`config.mk`:
```
export PLATFORM = sky130hd
export DESIGN_NAME = nco_sweep_ctrl
export DESIGN_NICKNAME = d
export VERILOG_FILES = /design/src/rtl/nco_sweep_ctrl.sv
export SDC_FILE = /design/constraint.sdc
export NUM_CORES = 1
export LEC_CHECK = 0
export CORE_UTILIZATION = 50
export DETAILED_ROUTE_END_ITERATION = 10
export PLACE_DENSITY = 0.8
export SKIP_LAST_GASP = 1
export SYNTH_ARGS = -nofsm -noshare
export SYNTH_HDL_FRONTEND = slang
export SYNTH_SLANG_ARGS = --single-unit
```
`constraint.sdc`:
```
create_clock -name clk -period 4.25 [get_ports clk]
set_input_delay 0.6375 -clock clk [delete_from_list [all_inputs] [get_ports clk]]
set_output_delay 0.6375 -clock clk [all_outputs]
set_load 0.05 [all_outputs]
```
`src/rtl/nco_sweep_ctrl.sv`:
```
// nco_sweep_ctrl: linear frequency-sweep controller for the lpm_nco phase increment.
// Steps phi_inc_o from start_inc toward stop_inc by step_inc, holding each value
// for dwell+1 clocks. The sweep is either single-shot or repeating.
//
// Ports:
//   clk          NCO clock; all logic is rising-edge
//   reset_n      asynchronous active-low reset
//   start        level; begins a sweep when sampled in IDLE
//   abort        level; ends any sweep and zeroes phi_inc_o; highest priority
//   repeat_en    1 = reload start_inc after the end, 0 = single-shot (sampled with start)
//   start_inc    first increment (sampled with start)
//   stop_inc     unsigned upper bound (sampled with start)
//   step_inc     unsigned increment added per step (sampled with start)
//   dwell        each value is held dwell+1 cycles (sampled with start)
//   phi_inc_o    registered increment to NCO phi_inc_i
//   inc_update   1-cycle strobe when phi_inc_o is loaded
//   busy         high while sweeping
//   done         1-cycle strobe at single-shot completion
//   wrap         1-cycle strobe when a repeating sweep reloads start_inc
module nco_sweep_ctrl #(
    parameter int unsigned PHASE_W = 32,
    parameter int unsigned DWELL_W = 16
) (
    input  logic               clk,
    input  logic               reset_n,
    input  logic               start,
    input  logic               abort,
    input  logic               repeat_en,
    input  logic [PHASE_W-1:0] start_inc,
    input  logic [PHASE_W-1:0] stop_inc,
    input  logic [PHASE_W-1:0] step_inc,
    input  logic [DWELL_W-1:0] dwell,
    output logic [PHASE_W-1:0] phi_inc_o,
    output logic               inc_update,
    output logic               busy,
    output logic               done,
    output logic               wrap
);

    typedef enum logic {
        IDLE = 1'b0,
        RUN  = 1'b1
    } state_t;

    // Sweep configuration captured when a sweep starts.
    typedef struct packed {
        logic [PHASE_W-1:0] start_v;
        logic [PHASE_W-1:0] stop_v;
        logic [PHASE_W-1:0] step_v;
        logic [DWELL_W-1:0] dwell_v;
        logic               rpt;
    } cfg_t;

    state_t             state_q, state_d;
    cfg_t               cfg_q, cfg_d;
    logic [DWELL_W-1:0] cnt_q, cnt_d;
    logic [PHASE_W-1:0] phi_d;
    logic               upd_d, busy_d, done_d, wrap_d;

    // One extra bit keeps the carry so an overflowing step counts as past stop.
    logic [PHASE_W:0] next_c;
    logic             in_range_c;

    assign next_c     = {1'b0, phi_inc_o} + {1'b0, cfg_q.step_v};
    assign in_range_c = (next_c <= {1'b0, cfg_q.stop_v});

    // State and output registers.
    always_ff @(posedge clk or negedge reset_n) begin
        if (!reset_n) begin
            state_q    <= IDLE;
            cfg_q      <= '0;
            cnt_q      <= '0;
            phi_inc_o  <= '0;
            inc_update <= 1'b0;
            busy       <= 1'b0;
            done       <= 1'b0;
            wrap       <= 1'b0;
        end else begin
            state_q    <= state_d;
            cfg_q      <= cfg_d;
            cnt_q      <= cnt_d;
            phi_inc_o  <= phi_d;
            inc_update <= upd_d;
            busy       <= busy_d;
            done       <= done_d;
            wrap       <= wrap_d;
        end
    end

    // Next-state and next-output logic; abort overrides everything.
    always_comb begin
        state_d = state_q;
        cfg_d   = cfg_q;
        cnt_d   = cnt_q;
        phi_d   = phi_inc_o;
        upd_d   = 1'b0;
        done_d  = 1'b0;
        wrap_d  = 1'b0;

        if (abort) begin
            state_d = IDLE;
            phi_d   = '0;
            upd_d   = (phi_inc_o != '0);
        end else begin
            case (state_q)
                IDLE: begin
                    if (start) begin
                        cfg_d.start_v = start_inc;
                        cfg_d.stop_v  = stop_inc;
                        cfg_d.step_v  = step_inc;
                        cfg_d.dwell_v = dwell;
                        cfg_d.rpt     = repeat_en;
                        phi_d         = start_inc;
                        upd_d         = 1'b1;
                        cnt_d         = dwell;
                        state_d       = RUN;
                    end
                end
                RUN: begin
                    if (cnt_q != '0) begin
                        cnt_d = cnt_q - DWELL_W'(1);
                    end else if (in_range_c) begin
                        phi_d = next_c[PHASE_W-1:0];
                        upd_d = 1'b1;
                        cnt_d = cfg_q.dwell_v;
                    end else if (cfg_q.rpt) begin
                        phi_d  = cfg_q.start_v;
                        upd_d  = 1'b1;
                        wrap_d = 1'b1;
                        cnt_d  = cfg_q.dwell_v;
                    end else begin
                        done_d  = 1'b1;
                        state_d = IDLE;
                    end
                end
                default: state_d = IDLE;
            endcase
        end

        busy_d = (state_d == RUN);
    end

endmodule

```
==> results.sh <==
export IMPL_status="finished, violations left"
export IMPL_failed_checks="setup timing"
export IMPL_tritoncts="yes"
export IMPL_cts_sinks=165
export IMPL_die_h_um=145
export IMPL_critical_path_arrival_ns=5.05
export IMPL_synth_area_leaders="dfrtp_1 (40%), nand2_1 (13%), ha_1 (8.0%), o21ai_0 (5.1%), a21oi_1 (2.7%)"
export IMPL_ant_nets=0
export IMPL_worst_pin_slew_ns=1.04
export IMPL_wl_met3_um=2370
export IMPL_hold_slack_ns=0.274
export IMPL_start_util=0.509
export IMPL_antenna_found_initial=0
export IMPL_ir_worst_vdd_uv=414
export IMPL_synth_area_per_cell_um2=8.34
export IMPL_grt_pass1_wl_um=54900
export IMPL_wl_per_cell_um=19.0
export IMPL_synth_top_area_frac=0.401
export IMPL_clk_pin_slew_ns=0.08
export IMPL_crit_path_end_kind="flop"
export IMPL_clock_skew_ns=0.0151
export IMPL_dieArea_um2=21200
export IMPL_drv_slew=0
export IMPL_drtPass1Iterations=5
export IMPL_leakage_uw=0.00683
export IMPL_final_cell_mix="nand2_1 (334), buf_4 (177), clkdlybuf4s50_1 (151)"
export IMPL_dpl_cell_area_um2=13500
export IMPL_fp_coreArea_um2=20200
export IMPL_via_per_inst=5.79
export IMPL_vias=10600
export IMPL_drt_iter0_markers=1062
export IMPL_fill_cells=1514
export IMPL_io_pin_count=153
export IMPL_rsz0062_at_grt="yes"
export IMPL_fin_util=0.732
export IMPL_port_buffers=152
export IMPL_cp_required_ns=4.57
export IMPL_critPathKind="reg -> reg"
export IMPL_worst_slack_ns=-0.481
export IMPL_area_delta_synth_final_pct=43.9
export IMPL_overflow=0
export IMPL_ys_warn_count=0
export IMPL_cts_htree_levels=4
export IMPL_seq_area_frac_synth=0.401
export IMPL_root_buffer="clkbuf_16"
export IMPL_fin_crit_sh=1.11
export IMPL_rows=52
export IMPL_drive_gt1_frac=0.245
export IMPL_grt_max_degree=104
export IMPL_synth_area_um2=10300
export IMPL_async_flop_share=1.00
export IMPL_final_common_cell="nand2_1"
export IMPL_route_detailed_drc=0
export IMPL_ys_seq_elements=165
export IMPL_fmax_mhz=211
export IMPL_final_setup_viol_count=51
export IMPL_final_min_clock_period_ns=4.73
export IMPL_maxCapViolations=0
export IMPL_clk_latency_ns=0.45
export IMPL_die_w_um=145
export IMPL_routed_wl_met2_um=16000
export IMPL_dp_hpwl_um=24500
export IMPL_track_usage=0.330
export IMPL_wirelength_um=34600
export IMPL_synth_top_area_cell="dfrtp_1"
export IMPL_wl_met1_um=15100
export IMPL_grt_pass1_vias=10400
export IMPL_numCtsBuffers=17
export IMPL_layout_nets=1724
export IMPL_hold_class="in -> async"
export IMPL_synth_edff_count=0
export IMPL_hold_viol=0
export IMPL_insertedDiodeCount=0
export IMPL_worstPathMaxFanout=8
export IMPL_top_layer="met4"
export IMPL_tns_ns=-17.86
export IMPL_routabilityCongestion=0.976
export IMPL_cts_buffer_depth=2
export IMPL_synth_cell_types=74
export IMPL_pwr_density_cell_nw_per_um2=680
export IMPL_maxSlewHeadroom=0.308
export IMPL_critPathLaunchType="flop"
export IMPL_synthesis_nets=1418
export IMPL_synthFlopType="dfrtp_1"
export IMPL_syn_instance_count=1234
export IMPL_final_cell_area_um2=14800
## kinds of logic after synthesis
group	synth area share
fa+ha+maj	0.0822
flops	0.401
buf+inv	0.0512
simple gates	0.222
mux	0.0283
xor+xnor	0.0221
compound gates	0.193
## registers in the layout, indices dropped and copies added (netlist names)
signal,cells
cfg_q,113
wrap,1
phi_inc_o,32
cnt_q,16
inc_update,1
done,1
state_q,1
## cell type report
cell class                      count  area (µm²)  area share
Clock buffer                       19         443      0.0299
Clock inverter                     13         115     0.00777
Inverter                           59         229      0.0155
Multi-Input combinational cell    943        6270       0.423
Sequential cell                   165        4160       0.281
Tap cell                          270         338      0.0228
Timing Repair Buffer              354        3260       0.220
## metrics by stage
step,setup slack [ns],cells,power [µW]
global route,-0.628,1823,10600
finish,-0.481,1823,10100
global placement,-0.570,1768,7540
CTS,-0.329,1819,9670
floorplan,-0.267,1234,5180
detailed placement,-0.720,1768,7650
## report_power, final
group | switching, µW | internal [µW] | total, µW
clock network | 731 | 783 | 1510
registers | 264 | 1910 | 2170
logic | 3410 | 2970 | 6380
## synthesized netlist by cell type (3+ instances only)
library cell  count
a2111o_1          4
a2111oi_0         3
a211o_1           3
a211oi_1         21
a21boi_0          5
a21o_1           10
a21oi_1          55
a311o_1           9
a311oi_1          3
a31oi_1           7
and3_1           15
buf_2             9
buf_4             8
clkbuf_1         47
dfrtp_1         165
ha_1             66
inv_1            58
mux2_2            9
mux2_4            6
mux2i_1          10
nand2_1         344
nand2b_1          8
nand3_1          19
nand4_1          11
nand4b_1          6
nor2_1           51
nor2b_1          11
nor3_1           18
nor3b_1           3
nor4_1           14
o211ai_1         15
o21a_1            6
o21ai_0         105
o21ai_1           6
o21bai_1          3
o311ai_0          4
o31ai_1           6
o41ai_1          13
or2_2             4
or3_1             5
xnor2_1          16
xor2_1           10
## repair_timing
action                     4_1_cts  5_1_grt
pin swaps                       37       24
setup endpoints to repair       53       53
gates resized for setup         54       49
buffers inserted                17        4
hold buffers                     0        0
gates cloned                     2        0
## path summary, 6_finish.rpt
path	cells after the start	startpoint	to	slack, ns
min	1	reset_n	cfg_q[53]	0.27
max in group asynchronous	2	reset_n	phi_inc_o[18]	3.08
min reg2reg	2	cfg_q[93]	cfg_q[93]	0.47
max reg2reg	18	phi_inc_o[3]	phi_inc_o[11]	-0.48
max	18	phi_inc_o[3]	phi_inc_o[11]	-0.48
min in group clk	2	cfg_q[93]	cfg_q[93]	0.47
## metal layers
metal	track usage	vias to the layer above
met2	0.524	468
met4	0.127	0
met5	0	-
met1	0.461	5087
li1	-	4927
met3	0.0429	78
## critical path, stage by stage (launching register included)
cell      delay (ns)
dfrtp_2         0.44
ha_4            0.27
o211ai_1        0.12
o211ai_1        0.31
a21oi_2         0.11
a2111o_1        0.49
a211oi_2        0.21
o21a_1          0.19
xor2_2          0.17
ha_1            0.30
and3_4          0.20
a2111o_1        0.42
o21ai_2         0.22
and3_4          0.29
nand2_2         0.11
buf_6           0.17
buf_12          0.14
a211oi_1        0.35
o41ai_2         0.10
No activity file was read; power rests on OpenSTA's default activity.
